===== config.mk =====
export PLATFORM = sky130hd
export DESIGN_NAME = alu_share_ctrl
export DESIGN_NICKNAME = d
export VERILOG_FILES = /design/src/rtl/alu_pkg.sv /design/src/rtl/rr_arbiter.sv /design/src/rtl/alu_share_ctrl.sv
export SDC_FILE = /design/constraint.sdc
export NUM_CORES = 1
export LEC_CHECK = 0
export ABC_AREA = 1
export CAP_MARGIN = 5
export CORE_AREA = 5 5 165 167
export CTS_BUF_LIST = sky130_fd_sc_hd__clkbuf_8
export CTS_CLUSTER_SIZE = 16
export DETAILED_ROUTE_END_ITERATION = 16
export DIE_AREA = 0 0 170 172
export PLACE_DENSITY = 0.66
export SLEW_MARGIN = 20
export SYNTH_ARGS = -nofsm -noshare
export SYNTH_HDL_FRONTEND = slang
export SYNTH_SLANG_ARGS = --single-unit

===== constraint.sdc =====
create_clock -name clk -period 3.99 [get_ports clk]
set_clock_uncertainty 0.1 [all_clocks]
set_input_delay 0.5985 -clock clk [delete_from_list [all_inputs] [get_ports clk]]
set_output_delay 0.5985 -clock clk [all_outputs]
set_load 0.01 [all_outputs]

===== src/rtl/alu_pkg.sv =====
// Shared definitions for the ALU-sharing controller: opcode constants,
// FSM state encoding and the round-robin pointer helper.
package alu_pkg;

  localparam logic [4:0] OP_NOP = 5'd0;
  localparam logic [4:0] OP_ADD = 5'd1;
  localparam logic [4:0] OP_SUB = 5'd2;
  localparam logic [4:0] OP_AND = 5'd3;
  localparam logic [4:0] OP_OR  = 5'd4;
  localparam logic [4:0] OP_XOR = 5'd5;
  localparam logic [4:0] OP_NOR = 5'd6;

  typedef enum logic [1:0] {
    IDLE = 2'd0,
    EXEC = 2'd1,
    RESP = 2'd2
  } share_state_t;

  // Priority pointer after granting idx: the next requester, wrapping at n.
  function automatic int rr_next(input int idx, input int n);
    return (idx + 1 >= n) ? 0 : idx + 1;
  endfunction

endpackage


===== src/rtl/rr_arbiter.sv =====
// Combinational round-robin arbiter: searches req from ptr upward with
// wrap-around and returns a one-hot grant plus its binary index.
module rr_arbiter #(
  parameter  int N_REQ = 4,
  localparam int IDX_W = $clog2(N_REQ)
) (
  input  logic [N_REQ-1:0] req_i,
  input  logic [IDX_W-1:0] ptr_i,
  output logic [N_REQ-1:0] grant_o,
  output logic [IDX_W-1:0] idx_o
);

  logic found;
  int   j;

  // NOTE: every output gets a default before the search so no latch is inferred.
  always_comb begin
    grant_o = '0;
    idx_o   = '0;
    found   = 1'b0;
    j       = 0;
    for (int i = 0; i < N_REQ; i++) begin
      j = int'(ptr_i) + i;
      if (j >= N_REQ) j = j - N_REQ;
      if (!found && req_i[j]) begin
        found      = 1'b1;
        grant_o[j] = 1'b1;
        idx_o      = IDX_W'(j);
      end
    end
  end

endmodule


===== src/rtl/alu_share_ctrl.sv =====
// Round-robin time-multiplexing of one external combinational ALU among
// N_REQ requesters. Optional statistics counters: define ALU_SHARE_STATS_EN.
module alu_share_ctrl #(
  parameter int N_REQ  = 4,
  parameter int DATA_W = 32,
  parameter int OP_W   = 5
) (
  input  logic                    clk,
  input  logic                    rst_n,
  input  logic [N_REQ-1:0]        req_valid,
  output logic [N_REQ-1:0]        req_ready,
  input  logic [N_REQ*OP_W-1:0]   req_op,
  input  logic [N_REQ*DATA_W-1:0] req_a,
  input  logic [N_REQ*DATA_W-1:0] req_b,
  output logic [N_REQ-1:0]        rsp_valid,
  input  logic [N_REQ-1:0]        rsp_ready,
  output logic [DATA_W-1:0]       rsp_data,
  output logic [OP_W-1:0]         alu_op,
  output logic [DATA_W-1:0]       alu_a,
  output logic [DATA_W-1:0]       alu_b,
  input  logic [DATA_W-1:0]       alu_out,
  output logic                    busy
`ifdef ALU_SHARE_STATS_EN
  ,
  output logic [31:0]             op_count,
  output logic [31:0]             stall_cycles
`endif
);

  import alu_pkg::*;

  localparam int IDX_W = $clog2(N_REQ);

  share_state_t      state_q;
  logic [IDX_W-1:0]  ptr_q;
  logic [IDX_W-1:0]  gidx_q;
  logic [OP_W-1:0]   alu_op_q;
  logic [DATA_W-1:0] alu_a_q;
  logic [DATA_W-1:0] alu_b_q;
  logic [DATA_W-1:0] rsp_data_q;
  logic [N_REQ-1:0]  rsp_valid_q;

  logic [N_REQ-1:0]  grant;
  logic [IDX_W-1:0]  grant_idx;
  logic              rsp_hs;

  rr_arbiter #(.N_REQ(N_REQ)) u_arb (
    .req_i   (req_valid),
    .ptr_i   (ptr_q),
    .grant_o (grant),
    .idx_o   (grant_idx)
  );

  // Gated by rst_n so that every output reads 0 while reset is asserted.
  assign req_ready = (rst_n && state_q == IDLE) ? grant : '0;
  assign rsp_hs    = (state_q == RESP) && rsp_ready[gidx_q];

  // NOTE: sequential state uses non-blocking assignments only, and every
  // register sits in the async reset branch (there are no memories here).
  always_ff @(posedge clk or negedge rst_n) begin
    if (!rst_n) begin
      state_q     <= IDLE;
      ptr_q       <= '0;
      gidx_q      <= '0;
      alu_op_q    <= '0;
      alu_a_q     <= '0;
      alu_b_q     <= '0;
      rsp_data_q  <= '0;
      rsp_valid_q <= '0;
    end else begin
      case (state_q)
        IDLE: begin
          if (|req_valid) begin
            gidx_q   <= grant_idx;
            alu_op_q <= req_op[grant_idx*OP_W +: OP_W];
            alu_a_q  <= req_a[grant_idx*DATA_W +: DATA_W];
            alu_b_q  <= req_b[grant_idx*DATA_W +: DATA_W];
            ptr_q    <= IDX_W'(rr_next(int'(grant_idx), N_REQ));
            state_q  <= EXEC;
          end
        end
        EXEC: begin
          rsp_data_q  <= alu_out;
          rsp_valid_q <= N_REQ'(1) << gidx_q;
          state_q     <= RESP;
        end
        RESP: begin
          if (rsp_hs) begin
            rsp_valid_q <= '0;
            alu_op_q    <= OP_W'(OP_NOP);
            alu_a_q     <= '0;
            alu_b_q     <= '0;
            state_q     <= IDLE;
          end
        end
        default: state_q <= IDLE;
      endcase
    end
  end

  assign rsp_valid = rsp_valid_q;
  assign rsp_data  = rsp_data_q;
  assign alu_op    = alu_op_q;
  assign alu_a     = alu_a_q;
  assign alu_b     = alu_b_q;
  assign busy      = (state_q != IDLE);

`ifdef ALU_SHARE_STATS_EN
  // 0: counters wrap modulo 2^32, 1: counters stick at all-ones.
  localparam bit ALU_SAT = 1'b0;

  logic [31:0] op_count_q;
  logic [31:0] stall_q;
  logic        stall_now;

  assign stall_now = |(req_valid & ~req_ready);

  always_ff @(posedge clk or negedge rst_n) begin
    if (!rst_n) begin
      op_count_q <= '0;
      stall_q    <= '0;
    end else begin
      if (rsp_hs && !(ALU_SAT && op_count_q == '1)) op_count_q <= op_count_q + 32'd1;
      if (stall_now && !(ALU_SAT && stall_q == '1)) stall_q <= stall_q + 32'd1;
    end
  end

  assign op_count     = op_count_q;
  assign stall_cycles = stall_q;
`endif

endmodule


==> impl_metrics.toml <==
[floorplan]
die_h_um = 172
io_pins = 428
dieArea_um2 = 29200
core_area_um2 = 25600
die_w_um = 170
start_util_pct = 26.6
num_rows = 59

[routing]
totalWireLength_um = 28400
drt-initial-drc-count = 603
vias_per_cell = 4.58
drc_errors = 0
drt_first_pass_iters = 5
via_count = 7991
avgRoutedWirePerCell_um = 16.3
antenna_left = 0

[clocking]
clock_path_buffers = 2
cts_tree = "yes"
cts.htree.levels = 3
numCtsBuffers = 9
cts_sinks = 111
insertion_delay_ns = 0.39
root_buffer = "clkbuf_8"
cts_hold_buf = 0
cts_resized = 0
clk_pin_slew_ns = 0.13
cts_setup_buffers = 0

[global_route]
first_global_vias = 7974
grt_max_degree = 141
grt.total_usage_pct = 18.5
grt_pass1_wl_um = 43000
antenna_found_initial = 1
gr-total-overflow = 0

[yosys]
synth-simple-area-share_pct = 44.4
synth-xor-area-share_pct = 0
synth_cells = 1008
yosys_register_bits = 111
synth.mux.area_fraction_pct = 5.29
syn-cell-area_um2 = 6810
avgSynthCellArea_um2 = 6.76
synth_compound_area_share_pct = 2.07
yosysSeqAreaShare_pct = 40.8
yosysWarnings = 0
syn_nets = 1331
synth_top_family_by_area = "simple AND/OR/NAND/NOR gates"
synthAdderAreaFrac_pct = 0.918
ys_types = 30

[cells_and_area]
nNetsFinal = 1727
design_area_um2 = 11600
final.fill_count = 2628
layout.area.seq_um2 = 2780
drive_above_1_share_pct = 5.75
final_cells = 1745
syn2layout_area_growth_pct = 70.1
multiInputGateArea_um2 = 3620

[worst_setup_path]
crit_fanout = 12
startpoint_type = "flip-flop"
crit_required_ns = 3.29
arrival_ns = 3.07
endpoint_kind = "output pin"
crit_type = "flip-flop to output pin"

[sta]
tightest_slew_ns = 0.789
post-route-period-util_pct = 94.5
finalSetupViolations = 0
fin_tns_setup_ns = 0
maxSlewViolCount = 0
setup_ws_ns = 0.220
fmax_mhz = 265
finalHoldViolations = 0
fin_crit_ns = 3.77
rsz0062_at_grt = "false"
relSlewSlack_pct = 47.4

[pwr]
p_leak_nw = 5.47
power.density_nw_per_um2 = 888
p_total_mw = 10.3
peakVddDrop_v = 0.000939

[place]
portBuffers = 427
dpl.cell_count = 1728
postPlaceCellArea_um2 = 11400
hpwl_um = 21800
gp_congestion = 0.927
preCtsSetupSlack_ns = 0.635

[outcome]
status = "finished clean"

[worst_hold_path]
hp-class = "input port to async pin"

[job]
max-cap-violations = 0
critical path, stage by stage, from the launching register on:
cell	delay, ns
dfrtp_1	0.62
inv_6	0.11
ha_1	0.38
inv_1	0.10
nand3_1	0.09
nand2_2	0.15
inv_2	0.07
nor2_4	0.11
nand2_1	0.11
o22ai_1	0.15
a21oi_1	0.07
o21ai_0	0.07
nand2_1	0.07
inv_1	0.06
clkdlybuf4s50_1	0.53
registers in the layout, summed over array words and instances, names as in the netlist:
name and cells:
alu_a 32, gidx_q 2, alu_op 5, rsp_data 32
ptr_q 2, alu_b 32, state_q 2, rsp_valid 4
logic make-up (layout without fill, tap and decap cells):
| logic type | Yosys count | after routing |
|---|---|---|
| simple gates | 750 | 750 |
| compound gates | 23 | 23 |
| flops | 111 | 111 |
| buf+inv | 87 | 488 |
| fa+ha+maj | 5 | 5 |
| other cells | 0 | 1 |
| mux | 32 | 32 |
path summary, 6_finish.rpt:
check	startpoint	endpoint	slack, ns	cells past startpoint
min reg2reg	alu_op[3]$_DFFE_PN0P_	alu_op[3]$_DFFE_PN0P_	0.39	2
min in group clk	alu_op[3]$_DFFE_PN0P_	alu_op[3]$_DFFE_PN0P_	0.39	2
max reg2reg	ptr_q[0]$_DFFE_PN0P_	alu_a[27]$_DFFE_PN0P_	0.81	14
max	ptr_q[0]$_DFFE_PN0P_	req_ready[3]	0.22	14
max in group asynchronous	rst_n	rsp_data[26]$_DFFE_PN0P_	2.28	3
min	rst_n	alu_a[31]$_DFFE_PN0P_	0.23	2
report_power, final:
part           leakage (nW)  switching, mW  internal (mW)
Sequential             1.37          0.313           1.71
Clock                 0.107          0.481          0.258
Combinational          3.99           4.54           2.99
Total                  5.47           5.34           4.96
layout by cell type, fill, tap and decap left out, types with 2 or more instances in the layout:
master,n
o21ai_0,3
buf_12,4
a21oi_1,6
nand2_1,605
o31ai_1,4
inv_1,24
nand4_1,5
nor2_4,4
dfrtp_1,111
inv_6,3
nand2_4,2
mux2_2,32
nand2_2,4
clkinv_8,4
o22ai_1,3
buf_4,13
clkdlybuf4s50_1,426
inv_2,3
nand3_1,124
ha_1,5
clkbuf_8,9
nor2_1,5
per-layer routing:
| metal | wire, um | track usage, % |
|---|---|---|
| met5 | 0 | 0 |
| met4 | 796 | 4.86 |
| met3 | 2730 | 5.58 |
| met2 | 13700 | 32.1 |
| met1 | 11200 | 22.6 |
layout make-up:
type	instances	share of cell area, %
Tap cell	335	3.62
Antenna cell	1	0.0216
Clock buffer	9	1.07
Clock inverter	7	0.810
Multi-Input combinational cell	810	31.2
Inverter	29	1.00
Timing Repair Buffer	443	38.3
Sequential cell	111	24.0
Yosys cell counts, drive strengths merged:
master | number | share of area, %
inv | 29 | 1.7
mux2 | 32 | 5.3
dfrtp | 111 | 41
a21oi | 7 | 0.51
o31ai | 4 | 0.44
nand2 | 611 | 34
o21bai | 1 | 0.11
a31oi | 1 | 0.092
nand4 | 5 | 0.46
o22ai | 3 | 0.28
o21ai | 4 | 0.29
nor4 | 1 | 0.092
nand3 | 124 | 9.1
ha | 5 | 0.92
clkbuf | 11 | 0.61
o211ai | 1 | 0.11
buf | 47 | 4.3
nor2 | 9 | 0.79
a22oi | 1 | 0.11
o221ai | 1 | 0.13
stage by stage:
step	hold slack, ns	utilization [%]
2_1_floorplan	0.203	-
3_3_place_gp	0.363	44.4
3_5_place_dp	0.373	44.4
4_1_cts	0.252	45.2
5_1_grt	0.269	45.2
6_report	0.230	45.2
Note: power is estimated with default switching activity, not from simulation.
